**src/rtl/alu_control_seq.sv**
```systemverilog
// LEGv8 ALU control: decodes {ALUOp, opcode} into a registered 4-bit ALU operation and
// sequences multi-cycle MUL/UDIV results behind a valid/ready handshake.
module alu_control_seq #(
  parameter int MUL_LAT = 4,
  parameter int DIV_LAT = 8,
  parameter int CNT_W   = 8
) (
  input  logic             clk,
  input  logic             reset_n,
  input  logic             in_valid,
  output logic             in_ready,
  input  logic [1:0]       alu_op,
  input  logic [10:0]      opcode,
  output logic             out_valid,
  input  logic             out_ready,
  output logic [3:0]       alu_operation,
  output logic             illegal,
  output logic             busy,
  output logic [CNT_W-1:0] op_count
);

  localparam int LAT_W = 6;
  localparam int N_OPS = 9;

  localparam logic [10:0] OPC_TAB [N_OPS] = '{
    11'b10001010000, 11'b10101010000, 11'b10001011000,
    11'b11001010000, 11'b11010011011, 11'b11010011010,
    11'b11001011000, 11'b10011011000, 11'b10011010110
  };
  localparam logic [3:0] CODE_TAB [N_OPS] = '{
    4'd0, 4'd1, 4'd2, 4'd3, 4'd4, 4'd5, 4'd6, 4'd8, 4'd9
  };

  localparam logic [LAT_W-1:0] MUL_M1 = LAT_W'(MUL_LAT - 1);
  localparam logic [LAT_W-1:0] DIV_M1 = LAT_W'(DIV_LAT - 1);

  typedef enum logic [1:0] {IDLE, BUSY, VALID} state_t;

  state_t           state_reg, state_next;
  logic [LAT_W-1:0] cnt_reg, cnt_next;
  logic [3:0]       op_reg, op_next;
  logic             ill_reg, ill_next;
  logic [CNT_W-1:0] count_reg, count_next;

  logic [N_OPS-1:0] hit;
  logic [3:0]       dec_op;
  logic             dec_ill;
  logic [LAT_W-1:0] dec_lat_m1;

  genvar gi;
  generate
    for (gi = 0; gi < N_OPS; gi++) begin : g_match
      assign hit[gi] = (opcode == OPC_TAB[gi]);
    end
  endgenerate

  always_comb begin
    dec_op  = 4'hF;
    dec_ill = 1'b1;
    case (alu_op)
      2'b00: begin dec_op = 4'd2; dec_ill = 1'b0; end
      2'b01: begin dec_op = 4'd7; dec_ill = 1'b0; end
      2'b10: begin
        for (int i = 0; i < N_OPS; i++) begin
          if (hit[i]) begin
            dec_op  = CODE_TAB[i];
            dec_ill = 1'b0;
          end
        end
      end
      default: begin dec_op = 4'hF; dec_ill = 1'b1; end
    endcase
  end

  // Remaining cycles after accept; zero means the result is presented next cycle.
  always_comb begin
    dec_lat_m1 = '0;
    if (dec_op == 4'd8)      dec_lat_m1 = MUL_M1;
    else if (dec_op == 4'd9) dec_lat_m1 = DIV_M1;
  end

  always_comb begin
    state_next = state_reg;
    cnt_next   = cnt_reg;
    op_next    = op_reg;
    ill_next   = ill_reg;
    in_ready   = 1'b0;
    out_valid  = 1'b0;
    busy       = 1'b0;
    case (state_reg)
      IDLE: in_ready = 1'b1;
      BUSY: begin
        busy = 1'b1;
        if (cnt_reg == LAT_W'(1)) begin
          state_next = VALID;
          cnt_next   = '0;
        end else begin
          cnt_next = cnt_reg - LAT_W'(1);
        end
      end
      VALID: begin
        out_valid = 1'b1;
        in_ready  = out_ready;
        if (out_ready && !in_valid) state_next = IDLE;
      end
      default: state_next = IDLE;
    endcase
    // A new accept overrides the hold/idle decision, giving back-to-back results.
    if (in_valid && in_ready) begin
      op_next  = dec_op;
      ill_next = dec_ill;
      if (dec_lat_m1 == '0) begin
        state_next = VALID;
      end else begin
        state_next = BUSY;
        cnt_next   = dec_lat_m1;
      end
    end
    count_next = (out_valid && out_ready) ? count_reg + CNT_W'(1) : count_reg;
  end

  always_ff @(posedge clk or negedge reset_n) begin
    if (!reset_n) begin
      state_reg <= IDLE;
      cnt_reg   <= '0;
      op_reg    <= '0;
      ill_reg   <= 1'b0;
      count_reg <= '0;
    end else begin
      state_reg <= state_next;
      cnt_reg   <= cnt_next;
      op_reg    <= op_next;
      ill_reg   <= ill_next;
      count_reg <= count_next;
    end
  end

  assign alu_operation = op_reg;
  assign illegal       = ill_reg;
  assign op_count      = count_reg;

endmodule

```
**config.mk**
```make
export PLATFORM = sky130hd
export DESIGN_NAME = alu_control_seq
export DESIGN_NICKNAME = d
export VERILOG_FILES = /design/src/rtl/alu_control_seq.sv
export SDC_FILE = /design/constraint.sdc
export NUM_CORES = 1
export LEC_CHECK = 0
export CORE_AREA = 5 5 57 59
export CTS_CLUSTER_SIZE = 14
export DETAILED_ROUTE_END_ITERATION = 8
export DIE_AREA = 0 0 62 64
export PLACE_DENSITY = 0.76
export SYNTH_ARGS = -nofsm -noshare
export SYNTH_HDL_FRONTEND = slang
export SYNTH_SLANG_ARGS = --single-unit
```
**constraint.sdc**
```tcl
create_clock -name clk -period 1.8 [get_ports clk]
set_input_delay 0.36 -clock clk [delete_from_list [all_inputs] [get_ports clk]]
set_output_delay 0.36 -clock clk [all_outputs]
set_load 0.1 [all_outputs]
```
==> impl_metrics.csv <==
group,metric,value,unit
hold_path,min_path_type,"in2async",
global_route,grt_pass1_wl,5420,um
sta,fmax,0.557,GHz
setup_path,crit_fanout,4,
drt,firstDrtPassIters,4,
power,p_per_area,407,nW/um^2
synthesis,yosysTopAreaCell,"dfrtp_1",
synthesis,yosys_most_used_dff,"dfrtp_1",
clock_network,cts_tree,"yes",
die,io_pins,33,
sta,period_minus_slack,1.80,ns
global_route,overflow,0,
synthesis,synth_area,1200,sq um
setup_path,critPathSlowestCell,"or4bb_1",
synthesis,netlist_top_cells_area,"dfrtp_1 44%, xnor2_1 5.1%, nand2_1 3.4%",
layout,fin_area,1940,sq um
layout,largest_reg_flops,8,
place,dp.final_hpwl,2550,um
global_route,track_usage,17.9,%
sta,holdWs,0.383,ns
die,die_x,62,um
sta,clock_skew,0.00627,ns
synthesis,synth_edf_count,0,
sta,hold_violations,0,
die,start_util,45.0,%
clock_network,clock_latency,0.30,ns
drt,drt-initial-drc-count,37,
die,core,2660,sq um
sta,fin_ws,0.00399,ns
clock_network,cts_root_buffer,"clkbuf_4",
sta,tightestPinTransition,0.558,ns
sta,period_share,99.8,%
layout,num_antenna_cells,0,
place,pre_cts_ws,-0.647,ns
power,p_total,0.000788,W
drt,detail_route.vias_per_cell,5.73,
setup_path,worstSetupPathType,"in2reg",
status,status,"completed",
synthesis,syn-num-nets,142,
drt,drc,0,
setup_path,worstPathCellList,"dlygate4sd2_1 > or4bb_1 > a2111o_1 > buf_4 > nor3_2 > buf_4 > nor3_1",
place,gp_congestion,0.873,
synthesis,avgSynthCellArea,9.83,sq um
setup_path,critPathArrivalTime,1.99,ns
setup_path,timing.rr.start,"state_reg[0]",
drt,route.vias.total,1180,
sta,setup_viol,0,
die,fp-row-count,19,
sta,slew_violations,0,
drt,wirelength,3200,um
synthesis,synth_warnings,0,
job,drv_cap,0,
power,peakVddDrop,388,uV
setup_path,ff2ff_setup_slack,0.20,ns
clock_network,htree_levels,1,
clock_network,cts_buffers,3,
clock_network,clkSlewWorstSetupHoldPaths,0.12,ns
layout,syn_to_final_growth,61.5,%
global_route,grt_max_degree,22,
layout,fin_util,72.7,%
clock_network,ctsHoldBuffers,0,
place,io_buffers,32,
clock_network,clk_path_buf_depth,2,
setup_path,startpoint,"opcode[7]",
die,dieArea,3970,sq um
place,placed_area,1870,sq um
layout,nets,196,
synthesis,synth_seq_area_share,43.8,%
synthesis,ys_ff_latch,21,
clock_network,cts.sinks,21,
synthesis,ys_types,45,
synthesis,netlist_instances,122,
sta,rsz0062_at_grt,"true",
setup_path,cpMostUsedCell,"buf_4",
die,die_y,64,um
drt,wire_per_inst,15.6,um
setup_path,critPathLaunchType,"primary input",
global_route,grt_antenna_before_repair,0,
power,p_leak,0.850,nW
layout,drive_above_1_share,39.4,%
setup_path,slowest_delay,0.43,ns
global_route,first_global_vias,1257,
setup_path,critPathCaptureType,"flop",
synthesis,async_flop_share,100,%
setup_path,required,1.99,ns
synthesis,netlist.area_leader.share,43.8,%
sta,maxSlewHeadroom,61.8,%
drt,drt.antenna.violating_nets,0,
==> layout make-up <==
type | count | area, sq um
fill | 202 | 727
multi-input combinational | 92 | 708
timing repair buffer | 50 | 593
sequential | 21 | 534
tap | 31 | 38.8
inverter | 8 | 33.8
clock buffer | 3 | 22.5
clock inverter | 1 | 5.00
==> report_power, final <==
part	internal, W	switching [W]	leakage [nW]	total [W]
combinational	0.0000540	0.0000421	0.574	0.0000961
clock	0.0000827	0.000138	0.0177	0.000220
sequential	0.000471	0	0.258	0.000471
==> cell usage after synthesis, drive strengths merged (2+ instances only) <==
cell    instances
nand4           5
or3             2
ha              3
or4             2
xor2            2
xnor2           7
or3b            2
o211ai          4
nand2b          2
and3b           3
nor3            4
inv             8
dfrtp          21
nor2            8
a21oi           6
or4bb           2
nand2          11
nand3b          4
nand3           2
o21ai           3
==> through the flow <==
step	TNS, ns	std cells
CTS	0	206
global placement	-6.45	201
detailed placement	-6.81	201
floorplan	-0.169	122
finish	0	206
global route	-0.0250	206
==> layer usage <==
layer | vias to the layer above | wire (um) | track usage [%] | part of all wire, %
met5 | - | 0 | 0 | 0
met4 | 0 | 34 | 7.69 | 1.1
met3 | 2 | 162 | 1.81 | 5.1
met2 | 41 | 1680 | 30.8 | 52
met1 | 581 | 1330 | 21.8 | 41
li1 | 556 | - | - | -
==> worst max-delay path: cells and delay by family <==
kind            cells  cell delay (ns)
buf+inv             3             0.53
simple gates        3             0.67
compound gates      1             0.43
==> placed cells by master (no fill, tap or decap), types with 2 or more instances in the layout <==
cell,count
a21oi_1,5
nand2_1,11
ha_1,3
nand4_1,5
buf_12,16
clkbuf_4,3
dfrtp_2,7
dlygate4sd2_1,6
buf_4,18
o211ai_1,4
nand3b_1,4
dfrtp_1,14
nor2_1,7
and3b_1,2
inv_1,7
clkdlybuf4s50_1,6
nand3_1,2
buf_2,3
nor3_1,3
xor2_1,2
xnor2_1,7
o21ai_0,2
or3_4,2
==> path summary, 6_finish.rpt <==
| kind | end | cells after the start |
|---|---|---|
| max | cnt_reg[3] | 7 |
| min | cnt_reg[1] | 2 |
| max reg2reg | op_count[7] | 4 |
| min reg2reg | op_count[5] | 1 |
| max in group asynchronous | op_count[0] | 2 |
| min in group clk | op_count[5] | 1 |
==> cell families after synthesis <==
family | count (synthesis) | synth area share, %
compound gates | 22 | 12.6
xor+xnor | 9 | 6.58
fa+ha+maj | 4 | 3.97
buf+inv | 9 | 2.82
flops | 21 | 43.8
mux | 2 | 1.77
simple gates | 55 | 28.4
==> repair_timing <==
item,CTS,global route
pin swaps,6,1
cloned,0,0
resized for setup,27,2
setup buffers,1,0
endpoints found under the setup margin,14,5
Power figures use the tool's default switching activity.
